File: config.mk
export PLATFORM = sky130hd
export DESIGN_NAME = rf_sequencer
export DESIGN_NICKNAME = d
export VERILOG_FILES = /design/src/rtl/rf_sequencer.sv
export SDC_FILE = /design/constraint.sdc
export NUM_CORES = 1
export LEC_CHECK = 0
export CAP_MARGIN = 20
export CORE_ASPECT_RATIO = 0.8
export CORE_UTILIZATION = 55
export DETAILED_ROUTE_END_ITERATION = 12
export PLACE_DENSITY = 0.87
export SYNTH_ARGS = -nofsm -noshare
export SYNTH_HDL_FRONTEND = slang
export SYNTH_SLANG_ARGS = --single-unit
export TNS_END_PERCENT = 30
File: constraint.sdc
create_clock -name clk -period 7.4 [get_ports clk]
set_input_delay 1.48 -clock clk [delete_from_list [all_inputs] [get_ports clk]]
set_output_delay 1.48 -clock clk [all_outputs]
set_load 0.02 [all_outputs]
File: src/rtl/rf_sequencer.sv
// rf_sequencer: multi-cycle fetch/decode/execute controller for the
// register-file/ALU datapath (ADDI, ADD, SUB, AND, OR, BEQ, BNE).
module rf_sequencer #(
    parameter int unsigned         PC_WIDTH = 32,
    parameter logic [PC_WIDTH-1:0] RESET_PC = '0
) (
    input  logic                clk,
    input  logic                rst_n,
    output logic                imem_req,
    output logic [PC_WIDTH-1:0] imem_addr,
    input  logic                imem_valid,
    input  logic [31:0]         imem_data,
    output logic [4:0]          ad1,
    output logic [4:0]          ad2,
    output logic [4:0]          ad3,
    output logic                we3,
    output logic [31:0]         imm_op,
    output logic                alusrc,
    output logic [2:0]          aluctrl,
    input  logic                eq,
    output logic [PC_WIDTH-1:0] pc,
    output logic                halted
);

    localparam logic [2:0] S_IDLE   = 3'd0;
    localparam logic [2:0] S_FETCH  = 3'd1;
    localparam logic [2:0] S_DECODE = 3'd2;
    localparam logic [2:0] S_EXEC   = 3'd3;
    localparam logic [2:0] S_WB     = 3'd4;
    localparam logic [2:0] S_HALT   = 3'd5;

    logic [2:0]          state_q, state_d;
    logic [PC_WIDTH-1:0] pc_q, pc_d;
    logic [31:0]         ir_q;
    logic [4:0]          ad1_q, ad2_q, ad3_q;
    logic [31:0]         imm_q;
    logic                src_q;
    logic [2:0]          ctl_q;
    logic                br_q, bne_q;

    logic                dec_ok, dec_br, dec_src;
    logic [2:0]          dec_ctl;
    logic [31:0]         dec_imm;
    logic                taken;

    logic [6:0] op, f7;
    logic [2:0] f3;

    assign op = ir_q[6:0];
    assign f3 = ir_q[14:12];
    assign f7 = ir_q[31:25];

    always_comb begin
        dec_ok  = 1'b0;
        dec_br  = 1'b0;
        dec_src = 1'b0;
        dec_ctl = 3'b000;
        dec_imm = '0;
        case (op)
            7'b0010011: begin
                if (f3 == 3'b000) begin
                    dec_ok  = 1'b1;
                    dec_src = 1'b1;
                    dec_imm = {{20{ir_q[31]}}, ir_q[31:20]};
                end
            end
            7'b0110011: begin
                if (f7 == 7'b0000000 && f3 == 3'b000) begin
                    dec_ok = 1'b1;
                end else if (f7 == 7'b0100000 && f3 == 3'b000) begin
                    dec_ok  = 1'b1;
                    dec_ctl = 3'b001;
                end else if (f7 == 7'b0000000 && f3 == 3'b111) begin
                    dec_ok  = 1'b1;
                    dec_ctl = 3'b010;
                end else if (f7 == 7'b0000000 && f3 == 3'b110) begin
                    dec_ok  = 1'b1;
                    dec_ctl = 3'b011;
                end
            end
            7'b1100011: begin
                if (f3 == 3'b000 || f3 == 3'b001) begin
                    dec_ok  = 1'b1;
                    dec_br  = 1'b1;
                    dec_ctl = 3'b001;
                    dec_imm = {{19{ir_q[31]}}, ir_q[31], ir_q[7],
                               ir_q[30:25], ir_q[11:8], 1'b0};
                end
            end
            default: dec_ok = 1'b0;
        endcase
    end

    // eq only feeds the pc register, never an output directly
    assign taken = bne_q ? ~eq : eq;

    always_comb begin
        state_d = state_q;
        pc_d    = pc_q;
        case (state_q)
            S_IDLE:   state_d = S_FETCH;
            S_FETCH:  if (imem_valid) state_d = S_DECODE;
            S_DECODE: state_d = dec_ok ? S_EXEC : S_HALT;
            S_EXEC: begin
                if (br_q) begin
                    state_d = S_FETCH;
                    pc_d    = taken ? pc_q + PC_WIDTH'($signed(imm_q))
                                    : pc_q + PC_WIDTH'(4);
                end else begin
                    state_d = S_WB;
                end
            end
            S_WB: begin
                state_d = S_FETCH;
                pc_d    = pc_q + PC_WIDTH'(4);
            end
            S_HALT:   state_d = S_HALT;
            default:  state_d = S_IDLE;
        endcase
    end

    always_ff @(posedge clk or negedge rst_n) begin
        if (!rst_n) begin
            state_q <= S_IDLE;
            pc_q    <= RESET_PC;
            ir_q    <= '0;
            ad1_q   <= '0;
            ad2_q   <= '0;
            ad3_q   <= '0;
            imm_q   <= '0;
            src_q   <= 1'b0;
            ctl_q   <= 3'b000;
            br_q    <= 1'b0;
            bne_q   <= 1'b0;
        end else begin
            state_q <= state_d;
            pc_q    <= pc_d;
            if (state_q == S_FETCH && imem_valid) begin
                ir_q <= imem_data;
            end
            if (state_q == S_DECODE && dec_ok) begin
                ad1_q <= ir_q[19:15];
                ad2_q <= ir_q[24:20];
                ad3_q <= ir_q[11:7];
                imm_q <= dec_imm;
                src_q <= dec_src;
                ctl_q <= dec_ctl;
                br_q  <= dec_br;
                bne_q <= ir_q[12];
            end
        end
    end

    assign imem_req  = (state_q == S_FETCH);
    assign imem_addr = pc_q;
    assign pc        = pc_q;
    assign we3       = (state_q == S_WB) && (ad3_q != 5'd0);
    assign halted    = (state_q == S_HALT);
    assign ad1       = ad1_q;
    assign ad2       = ad2_q;
    assign ad3       = ad3_q;
    assign imm_op    = imm_q;
    assign alusrc    = src_q;
    assign aluctrl   = ctl_q;

endmodule

==> results.md <==
- Met2 usage: 46.41%
- CTS tree: done
- RSZ-0062 raised after global routing: false
- Post-Syn Instances: 710
- Delay of the slowest critical-path stage: 0.63 ns
- Layout Utilization: 70.23%
- Area Overhead vs Synth: 23.37%
- Power Density: 276.7 mW/mm2
- Clk_skew: 0.006870 ns
- Syn Area/Cell: 9.305 um2
- Antenna-violating nets left: 0
- Die footprint: 0.01246 mm2
- Initial core utilization: 56.93%
- Die width: 124.5 um
- Area contributors post-synth: dfrtp_1, mux2_2, ha_1
- Crit end category: primary output
- Post-Syn Nets: 779
- Post-Route Setup TNS: 0 ns
- Post-place setup slack: 3.843 ns
- Fmax achieved: 295.0 MHz
- Fin. Hold Viols: 0
- Register area: 0.002502 mm2
- Worst IR Drop VDD: 0.0002721 V
- Post-CTS setup buffer count: 0
- Yosys warns: 0
- Crit start category: flip-flop
- Initial antenna violation count: 0
- DP HPWL: 12470 um
- First-pass DRT Iterations: 7
- Worst Setup Slack, final: 4.010 ns
- Placed instance area: 0.007869 mm2
- Ant diodes: 0
- Overall Global Routing Usage: 27.36%
- Seq cells post-synth: 100
- Post-synth EDFFs: 0
- Final min period: 3.390 ns
- # DRC: 0
- Reg clk slew, reported paths: 0.07 ns
- Root Buffer: clkbuf_16
- # port buffers: 152
- Final setup vio count: 0
- Gr ovfl total: 0
- WS Path Type: reg2out
- Vias in the first global route: 5576
- # rows: 35
- Grt met1 use: 35.17%
- CTS Sinks: 100
- Initial DRC count: 343
- Filler Cell Count: 829
- Status: finished clean
- Final WL: 16980 um
- Die Y: 100.0 um
- CP max FO: 8
- Clk_lat worst skew: 0.35 ns
- CTS resizes: 0
- Register area share after synthesis: 37.88%
- Worst Path Arrival: 1.91 ns
- Count of cell types in the netlist: 65
- Layout cell share with drive strength beyond 1: 11.25%
- CP Data Required Time: 5.92 ns
- Leak: 0.003496 uW
- Final nets: 874
- Slew @ Worst Pin: 0.8164 ns
- # Max-Cap Violations: 0
- Vias: 5836
- Clock tree buffer depth: 2
- Vias per inst: 6.098
- Slew Limit Headroom: 45.44%
- Yosys top cell by area: dfrtp_1
- Final slew viol count: 0
- Boundary Pins: 154
- Non-Filler Cell Area, Final: 0.008150 mm2
- Slowest CP cell: clkdlybuf4s50_1
- Area occupied by multi-input gates: 0.003583 mm2
- GR peak layer: met2
- Synth Flop Type: dfrtp_1
- First-pass GRT wire length: 27840 um
- Syn Std Cell Area: 0.006606 mm2
- Final Cycle Share: 45.81%
- Drt wl/cell: 17.74 um
- Core Footprint: 0.01160 mm2
- Crit-path cells: nor2_1 > nand2_1 > a21oi_1 > clkdlybuf4s50_1
- Yosys top cell area share: 37.88%
- Global routing usage on met3: 6.237%
- Final Wtd Congestion: 0.8651
- Num CTS Buffers: 9
- CTS Hold Bufs: 0
- Largest net degree at the start of global routing: 61
- Worst Hold Class: reg2reg
- H-tree depth: 3
- Ys async rst share: 100.0%
-- critical path, delay by kind of cell (launching register included) --
kind	cells	cell delay [ns]
AOI/OAI and AO/OA	1	0.16
buffers and inverters	1	0.63
DFF	1	0.49
and+or+nand+nor	2	0.28
-- through the flow --
step / hold slack [ns] / instances / power [uW]
after floorplan: 0.4766 / 710 / 1477
after global placement: 0.4693 / 942 / 1746
after detailed placement: 0.4928 / 942 / 1791
after CTS: 0.5112 / 957 / 2256
after global routing: 0.5191 / 957 / 2374
final: 0.5079 / 957 / 2255
-- cells in the mapped netlist (9+ instances only) --
library cell  instances
mux2_2               49
o21ai_0              46
buf_4                53
ha_1                 32
clkbuf_1             16
nand4_1               9
nand2_1              83
a21oi_1              65
nor3_1               10
xnor2_1              16
nor2_1               51
nand3_1              18
and3_1               11
xor2_1               12
dfrtp_1             100
a21o_1               15
-- power breakdown --
| part | internal, uW | switching, uW | total (uW) |
|---|---|---|---|
| clock network | 235 | 224 | 459 |
| logic | 432 | 484 | 916 |
| registers | 691 | 190 | 881 |
| total | 1360 | 898 | 2260 |
-- placed cells by master (no fill, tap or decap), drive strengths merged, types with 9 or more instances in the layout --
master,instances
a21o,15
a21oi,66
a31oi,9
and3,11
clkbuf,9
clkdlybuf4s50,151
dfrtp,100
ha,32
inv,12
mux2,51
nand2,84
nand3,18
nand4,9
nor2,52
nor3,12
o21ai,49
xnor2,16
xor2,12
-- cell type report --
cell class / instances / area share (%)
Multi-Input combinational cell: 528 / 43.97
Sequential cell: 100 / 30.70
Timing Repair Buffer: 159 / 19.28
Clock buffer: 9 / 2.763
Tap cell: 148 / 2.272
Clock inverter: 6 / 0.6908
Inverter: 7 / 0.3224
-- path summary, 6_finish.rpt --
check | startpoint | depth (start not counted) | slack [ns] | endpoint
max in group asynchronous | rst_n | 2 | 5.14 | ir_q[12]
worst min register to register | ad2[0] | 1 | 0.51 | ad2[0]
min in group asynchronous | rst_n | 1 | 1.10 | ir_q[18]
worst min-delay path | ad2[0] | 1 | 0.51 | ad2[0]
worst max-delay path | state_q[0] | 4 | 4.01 | we3
worst max register to register | imem_addr[4] | 9 | 4.20 | imem_addr[29]
-- registers in the layout, indices dropped and copies added (netlist names) --
register,count
ad1,5
alusrc,1
aluctrl,2
imem_addr,32
ad2,5
ir_q,32
bne_q,1
imm_op,13
ad3,5
br_q,1
state_q,3
-- routing by layer --
metal / up-vias / part of all wire (%)
li1: 2712 / -
met1: 2815 / 43
met2: 270 / 48
met3: 39 / 7.4
met4: 0 / 2.0
met5: - / 0
-- cell families after synthesis --
kind of cell	count (synthesis)	synth area share, %
DFF	100	37.88
other	1	0.05676
AOI/OAI and AO/OA	190	18.54
xor gates and xnor gates	28	3.712
muxes	56	9.564
buffers and inverters	82	7.879
adders and majority gates	33	6.364
and+or+nand+nor	220	16.00
Note: power is estimated with default switching activity, not from simulation.
